==> config.mk <==
export PLATFORM = sky130hd
export DESIGN_NAME = rom_table
export DESIGN_NICKNAME = d
export VERILOG_FILES = /design/src/rtl/rom_table.sv
export SDC_FILE = /design/constraint.sdc
export NUM_CORES = 1
export LEC_CHECK = 0
export CAP_MARGIN = 20
export CORE_UTILIZATION = 28
export CTS_BUF_LIST = sky130_fd_sc_hd__clkbuf_8
export CTS_CLUSTER_SIZE = 10
export DETAILED_ROUTE_END_ITERATION = 8
export HOLD_SLACK_MARGIN = 0.02
export PLACE_DENSITY_LB_ADDON = 0.12
export SETUP_SLACK_MARGIN = 0.2
export SYNTH_ARGS = -nofsm -noshare
export SYNTH_HDL_FRONTEND = slang
export SYNTH_SLANG_ARGS = --single-unit
==> constraint.sdc <==
create_clock -name clk -period 1.7 [get_ports clk]
set_clock_uncertainty 0.15 [all_clocks]
set_input_delay 0.51 -clock clk [delete_from_list [all_inputs] [get_ports clk]]
set_output_delay 0.51 -clock clk [all_outputs]
set_load 0.005 [all_outputs]
==> src/rtl/rom_table.sv <==
// rom_table: 16 x 8 seven-segment digit decoder ROM.
// Addresses 0..NUM_ENTRIES-1 hold segment codes {dp,g,f,e,d,c,b,a} (active-high);
// all other addresses read 0x00 and raise oob. Reads are registered with
// one cycle of latency and a single-cycle valid strobe.
module rom_table #(
  parameter int ADDR_W      = 4,
  parameter int DATA_W      = 8,
  parameter int NUM_ENTRIES = 10
) (
  input  logic              clk,
  input  logic              rst_n,
  input  logic              rd_en,
  input  logic [ADDR_W-1:0] address,
  output logic [DATA_W-1:0] data,
  output logic              valid,
  output logic              oob
);

  logic [DATA_W-1:0] rom_word;
  logic              in_range;

  logic [DATA_W-1:0] data_q,  data_d;
  logic              valid_q, valid_d;
  logic              oob_q,   oob_d;

  assign in_range = (address < ADDR_W'(NUM_ENTRIES));

  // Constant digit lookup; the default arm keeps every address defined.
  always_comb begin
    rom_word = '0;
    case (address)
      ADDR_W'(0): rom_word = DATA_W'(8'h3F);
      ADDR_W'(1): rom_word = DATA_W'(8'h06);
      ADDR_W'(2): rom_word = DATA_W'(8'h5B);
      ADDR_W'(3): rom_word = DATA_W'(8'h4F);
      ADDR_W'(4): rom_word = DATA_W'(8'h66);
      ADDR_W'(5): rom_word = DATA_W'(8'h6D);
      ADDR_W'(6): rom_word = DATA_W'(8'h7D);
      ADDR_W'(7): rom_word = DATA_W'(8'h07);
      ADDR_W'(8): rom_word = DATA_W'(8'h7F);
      ADDR_W'(9): rom_word = DATA_W'(8'h6F);
      default:    rom_word = '0;
    endcase
  end

  // Next-state: an accepted read loads data/oob and strobes valid; idle cycles hold data/oob.
  always_comb begin
    data_d  = data_q;
    oob_d   = oob_q;
    valid_d = 1'b0;
    if (rd_en) begin
      data_d  = in_range ? rom_word : '0;
      oob_d   = ~in_range;
      valid_d = 1'b1;
    end
  end

  // Output registers; synchronous reset wins over a read presented on the same edge.
  always_ff @(posedge clk) begin
    if (!rst_n) begin
      data_q  <= '0;
      valid_q <= 1'b0;
      oob_q   <= 1'b0;
    end else begin
      data_q  <= data_d;
      valid_q <= valid_d;
      oob_q   <= oob_d;
    end
  end

  assign data  = data_q;
  assign valid = valid_q;
  assign oob   = oob_q;

endmodule

==> flow_summary.toml, run 1 <==
[status]
status = "finished, final reports clean"

[timing]
rsz0062_at_grt = "no"
final-setup-viol-count = 0
hold_ws_ns = 0.3107
fin_crit_ns = 1.468
timing.final.crit_share = 0.8634
slew_violations = 0
hold_viol_final = 0
fmax_mhz = 681.3
fin_setup_tns_ns = 0

[worst_setup_path]
cp_top_family = "flip-flops"
critPathCaptureType = "primary output"
critPathArrivalTime_ns = 0.81
required_ns = 1.04
worst-path-max-fanout = 2
slowest_stage = "dfxtp_1"
worst-path-buf-inv = 1
cp-start-kind = "flop"
critical_path_class = "flop to primary output"
max_stage_delay_ns = 0.34
worstPathCellList = "dlygate4sd2_1"

[power_and_ir_drop]
power_leakage_nw = 0.3789
power.density_nw_per_um2 = 758.1
vdd_drop_max_mv = 0.2616

[synthesis]
syn_nets = 69
ys_ff_latch = 9
syn_inst = 57
yosysWarnings = 0
avgSynthCellArea_um2 = 8.956
synth_flop_cell = "dfxtp_1"
async_reset_ff_frac = 0
synth-edff-count = 0
seq_area_frac_synth = 0.3529
syn-cell-area_um2 = 510.5
yosysUniqueCellTypes = 25

[route]
dr_total_vias = 465
drt-total-wl_um = 1146
drtAntennaViolNets = 0
drtIter0Drc = 7
first_pass_iters = 4
drc = 0
wire_per_inst_um = 10.61
post_drt_via_cell_ratio = 4.306

[grt]
grt_overflow = 0
grt_pass1_wl_um = 1918
track_usage = 0.1387
grt_pass1_vias = 438
antenna_found_initial = 0
grt_max_degree = 10

[layout]
nets = 96
layout_common_cells = "dlygate4sd2_1, dfxtp_1, buf_4"
syn_to_final_growth_pct = 52.21
fin_cells = 108
stdcell_area_um2 = 777.0
final.fill_count = 183
final_common_cell = "dlygate4sd2_1"
drive_gt1_frac = 0.2530
diodes = 0

[clock_tree]
cts_buffer_depth = 2
path_clk_slew_ns = 0.05
numCtsBuffers = 3
cts_num_sinks = 9
htreeDepth = 1
cts_tree = "yes"
insertion_delay_ns = 0.23
root_buffer = "clkbuf_8"

[die]
fp.dieH_um = 44.70
design.die.area_um2 = 1998
dieWidth_um = 44.70
num_rows = 15
coreArea_um2 = 1727
pin_count = 17
initial_utilization = 0.2957

[placed_design]
dp_cells = 101
place.gp.congestion = 0.7477
placed_area_um2 = 720.7
place_hpwl_um = 778.1
port_buffers = 15

[hold_path]
hold_class = "flop to flop"

[run]
cap_viol_max_count = 0
-- Yosys cell counts, types with 2 or more instances --
master    n  area (um2)
o21ai_0   5       25.02
a31oi_1   3       18.77
dfxtp_1   9       180.2
nand3b_1  4       30.03
nor2b_1   2       12.51
o21ai_1   3       15.01
and2b_4   2       20.02
ha_1      5       62.56
nand2_1   4       15.01
nand2b_1  2       12.51
buf_4     2       15.01
inv_1     2       7.510
a21oi_1   2       10.01
-- per-stage QoR --
stage	util	total power [mW]	worst slack, ns
after floorplan	-	0.2890	0.2698
after global placement	0.4174	0.3534	-0.2752
after detailed placement	0.4174	0.3543	-0.2913
after CTS	0.4406	0.5969	0.2110
after global routing	0.4500	0.6201	0.2002
final	0.4500	0.5890	0.2322
-- final timing paths --
| check | start | endpoint | slack, ns | cells past startpoint |
|---|---|---|---|---|
| setup / recovery | data[3] | data[3] | 0.23 | 1 |
| hold / removal | data[1] | data[1] | 0.31 | 2 |
| setup reg to reg | data[3] | data[3] | 0.88 | 2 |
| hold reg to reg | data[1] | data[1] | 0.31 | 2 |
-- state kept, by name, indices dropped and copies added, names as in the netlist --
signal and count:
data 7, oob 1, valid 1
-- metal layers --
layer	wire length, um	part of all wire	up-vias	GRT usage
met5	0	0	-	0
met4	14	0.012	0	0.1091
met3	41	0.036	2	0.02400
met2	534	0.47	15	0.2235
met1	555	0.48	196	0.1622
li1	-	-	252	-
-- power breakdown --
group	switching, mW	leakage [nW]	internal [mW]
logic	0.0497	0.277	0.0621
registers	0.00610	0.0746	0.226
clock network	0.0873	0.0269	0.158
-- cell families after synthesis --
logic type,Yosys count,share of synthesized area
other,1,0.007346
DFF,9,0.3529
buffers and inverters,6,0.07597
and+or+nand+nor,18,0.2230
adders and majority gates,5,0.1225
AOI/OAI and AO/OA,18,0.2181
-- worst min-delay path: stages, from the launching register on --
cell      delay, ns
dfxtp_1        0.30
nand3b_1       0.07
nand2_1        0.04
-- area by class of cell --
cell class              instances  area [um2]  area share
repair buffers                 26       219.0      0.2818
multi-input cells              42       294.0      0.3784
well taps                      25       31.28     0.04026
flip-flops and latches          9       180.2      0.2319
inverters                       2       7.507    0.009662
clock buffers                   3       41.29     0.05314
clock inverters                 1       3.754    0.004831
-- timing repair --
item / CTS / global route
cloned: 1 / 0
buffers inserted: 0 / 2
resized for setup: 18 / 7
hold buffers: 0 / 0
setup endpoints to repair: 17 / 5
pin swaps: 3 / 2
No activity file was read; power rests on OpenSTA's default activity.
==> inputs of run 2 (changes only) <==
Settings changed: REMOVE_ABC_BUFFERS set to 1.
==> run 2 against run 1 <==
Against the previous run: flip-flop and latch count unchanged; critical path depth unchanged; clock-buffer cell count is the same; sequential share of layout area is 0.50 points higher; combinational power down 4%; register-to-register slack improved by 0.05 ns; largest power group unchanged; highest routed layer is now met3.
==> flow_summary.toml, run 2 (synthesis gave the netlist of run 1 again) <==
[worst_setup_path]
required_ns = 1.04
worstPathCellList = "dlygate4sd2_1"
cp_top_family = "flip-flops"
slowest_stage = "dfxtp_1"
max_stage_delay_ns = 0.30
worst-path-max-fanout = 2
critPathCaptureType = "primary output"
critPathArrivalTime_ns = 0.78
cp-start-kind = "flop"
critical_path_class = "flop to primary output"
worst-path-buf-inv = 1

[clock_tree]
root_buffer = "clkbuf_8"
numCtsBuffers = 3
cts_tree = "yes"
insertion_delay_ns = 0.23
path_clk_slew_ns = 0.04
cts_num_sinks = 9
htreeDepth = 1
cts_buffer_depth = 2
postCtsSetupBuffers = 0

[timing]
hold_viol_final = 0
rsz0062_at_grt = "no"
fin_setup_tns_ns = 0
slew_violations = 0
fmax_mhz = 692.5
fin_crit_ns = 1.444
hold_ws_ns = 0.3150
final-setup-viol-count = 0
timing.final.crit_share = 0.8494

[placed_design]
place_hpwl_um = 763.3
dp_cells = 101
place.gp.congestion = 0.7656
port_buffers = 15

[grt]
grt_overflow = 0
antenna_found_initial = 0
grt_pass1_wl_um = 1628
track_usage = 0.1145
met2_usage = 0.1588
grt_pass1_vias = 389
met1_usage = 0.1601
top_usage_layer = "met1"
use_met3 = 0.02400
grt_max_degree = 10

[die]
coreArea_um2 = 1727
pin_count = 17
design.die.area_um2 = 1998
num_rows = 15
fp.dieH_um = 44.70
dieWidth_um = 44.70
initial_utilization = 0.2957

[route]
first_pass_iters = 4
drt-total-wl_um = 983
dr_total_vias = 461
drtAntennaViolNets = 0
drtIter0Drc = 5
post_drt_via_cell_ratio = 4.390
drc = 0
wire_per_inst_um = 9.362

[layout]
nets = 93
fin_cells = 105
largest_reg_flops = 7
diodes = 0
post-route-util = 0.4406
final_common_cell = "dlygate4sd2_1"
syn_to_final_growth_pct = 49.02
layout_common_cells = "dlygate4sd2_1, dfxtp_1, buf_4"
drive_gt1_frac = 0.2250

[run]
cap_viol_max_count = 0

[power_and_ir_drop]
power.density_nw_per_um2 = 754.2
vdd_drop_max_mv = 0.3011
power_leakage_nw = 0.3628

[status]
status = "finished, final reports clean"

[hold_path]
hold_class = "flop to flop"
run 2: what timing repair did:
| item | 4_1_cts | 5_1_grt |
|---|---|---|
| pin swaps | 1 | 1 |
| hold buffers | 0 | 0 |
| cloned | 0 | 0 |
| endpoints found under the setup margin | 16 | 6 |
| gates resized for setup | 19 | 4 |
run 2: final timing paths:
check | to | cells past startpoint | slack, ns | from
min | data[1] | 2 | 0.31 | data[1]
max reg2reg | data[2] | 1 | 0.93 | data[2]
max | data[4] | 1 | 0.26 | data[4]
min reg2reg | data[1] | 2 | 0.31 | data[1]
run 2: through the flow:
step	area, um2	setup slack [ns]	total power, mW
global route	760.7	0.2061	0.6076
detailed placement	720.7	-0.3062	0.3542
CTS	760.7	0.2003	0.5856
global placement	720.7	-0.2802	0.3540
finish	760.7	0.2560	0.5738
floorplan	479.2	0.2698	0.2770
run 2: final cells by class:
class                           instances  area [um2]
Clock buffer                            3       41.29
Clock inverter                          1       3.754
Fill cell                             198       965.9
Inverter                                2       7.507
Multi-Input combinational cell         42       299.0
Sequential cell                         9       180.2
Tap cell                               25       31.28
Timing Repair Buffer                   23       197.7
run 2: report_power, final:
part | internal (mW) | switching [mW]
clock | 0.157 | 0.0785
combinational | 0.0596 | 0.0474
sequential | 0.226 | 0.00511
run 2: per-layer routing:
metal	up-vias	share of wire
li1	245	-
met1	204	0.51
met2	12	0.45
met3	0	0.037
met4	0	0
met5	-	0
==> inputs of run 3 (changes only) <==
Clock period 1.7 ns to 1.2 ns, I/O delays scaled along.
==> run 3 against run 2 <==
Against the previous run: flip-flop and latch count unchanged; non-clock buffer count up 6; worst hold slack worse by 0.0036 ns; clock-buffer cell count unchanged; core utilization up 8.0 points; setup slack worse by 0.22 ns; via count up 10%; cell count up 5.7%; cell area up 18%; wire length up 23%.
==> flow_summary.toml, run 3 (synthesis gave the netlist of run 1 again) <==
[status]
status = "finished, final reports clean"

[power_and_ir_drop]
vdd_drop_max_mv = 0.5084
total_power_mw = 0.8845
power_leakage_nw = 0.3840
power.density_nw_per_um2 = 984.6

[worst_setup_path]
max_stage_delay_ns = 0.31
critPathArrivalTime_ns = 0.66
worst-path-buf-inv = 1
critPathCaptureType = "primary output"
required_ns = 0.69
critical_path_class = "flop to primary output"
worstPathCellList = "buf_2"
cp-start-kind = "flop"
slowest_stage = "dfxtp_2"
worst-path-max-fanout = 2
cp_top_family = "flip-flops"

[clock_tree]
insertion_delay_ns = 0.23
cts_hold_buf = 0
cts_tree = "yes"
cts_buffer_depth = 2
cts_num_sinks = 9
root_buffer = "clkbuf_8"
path_clk_slew_ns = 0.05
numCtsBuffers = 3
htreeDepth = 1

[placed_design]
place.gp.congestion = 0.7764
placed_area_um2 = 735.7
place_hpwl_um = 795
port_buffers = 15
dp_cells = 103

[layout]
drive_gt1_frac = 0.6395
nets = 99
layout_common_cells = "buf_2, buf_4, dfxtp_2"
final.fill_count = 169
largest_reg_flops = 7
diodes = 0
syn_to_final_growth_pct = 75.98
fin_cells = 111
stdcell_area_um2 = 898.4
final_common_cell = "buf_2"

[route]
post_drt_via_cell_ratio = 4.586
drtIter0Drc = 2
dr_total_vias = 509
drt-total-wl_um = 1207
first_pass_iters = 2
drtAntennaViolNets = 0
wire_per_inst_um = 10.87
drc = 0

[die]
coreArea_um2 = 1727
fp.dieH_um = 44.70
initial_utilization = 0.2957
pin_count = 17
num_rows = 15
design.die.area_um2 = 1998
dieWidth_um = 44.70

[timing]
fin_crit_ns = 1.165
rsz0062_at_grt = "yes"
fmax_mhz = 858.2
hold_viol_final = 0
slew_violations = 0
timing.final.crit_share = 0.9711
final-setup-viol-count = 0

[grt]
grt_overflow = 0
grt_max_degree = 10
antenna_found_initial = 0
grt_pass1_wl_um = 1856
track_usage = 0.1326
grt_pass1_vias = 436

[run]
cap_viol_max_count = 0

[hold_path]
hold_class = "flop to flop"
run 3: changes by cell type in the layout (fill, tap and decap cells not counted), sizes merged:
cell | before | now
buf | 8 | 28
dlygate4sd2 | 11 | 0
clkbuf | 4 | 3
clkdlybuf4s50 | 1 | 0
clkinv | 0 | 1
dlymetal6s2s | 1 | 0
inv | 3 | 2
run 3: power by group:
group / leakage (nW) / switching [mW] / internal (mW) / total, mW
logic: 0.281 / 0.0920 / 0.113 / 0.205
clock network: 0.0255 / 0.121 / 0.226 / 0.348
registers: 0.0772 / 0.00815 / 0.324 / 0.332
total: 0.384 / 0.221 / 0.663 / 0.885
run 3: layout make-up:
class,instances,area (um2),share of cell area
inverters,2,20.02,0.02228
well taps,25,31.28,0.03482
clock inverters,1,5.005,0.005571
multi-input cells,42,379.1,0.4220
clock buffers,3,41.29,0.04596
flip-flops and latches,9,190.2,0.2117
repair buffers,29,231.5,0.2577
run 3: worst paths after layout:
kind | slack (ns) | from | endpoint | cells past startpoint
worst max-delay path | 0.03 | data[5] | data[5] | 1
worst min-delay path | 0.31 | data[1] | data[1] | 2
worst max register to register | 0.42 | data[2] | data[2] | 1
worst min register to register | 0.31 | data[1] | data[1] | 2
run 3: per-stage QoR:
step	hold slack (ns)	util	setup TNS, ns	setup WS (ns)
5_1_grt	0.3312	0.5203	0	0.007841
3_5_place_dp	0.3081	0.4261	-5.604	-0.6590
3_3_place_gp	0.3074	0.4261	-5.484	-0.6285
4_1_cts	0.3138	0.4833	0	0.02999
6_report	0.3114	0.5203	0	0.03473
2_1_floorplan	0.2994	-	-0.1571	-0.08021
run 3: worst min-delay path, cell delays in order (launching register included):
cell      delay, ns
dfxtp_2        0.31
nand3b_1       0.07
nand2_1        0.05
run 3: timing repair:
item                       in CTS  in global routing
setup buffers                   2                  1
setup endpoints to repair      18                 17
gates cloned                    1                  0
pin swaps                      12                  7
gates resized for setup        88                 12
run 3: routing by layer:
metal,global-route usage,share of wire
met1,0.1614,0.47
met2,0.2118,0.48
met3,0.04800,0.042
met4,0.05455,0.012
met5,0,0
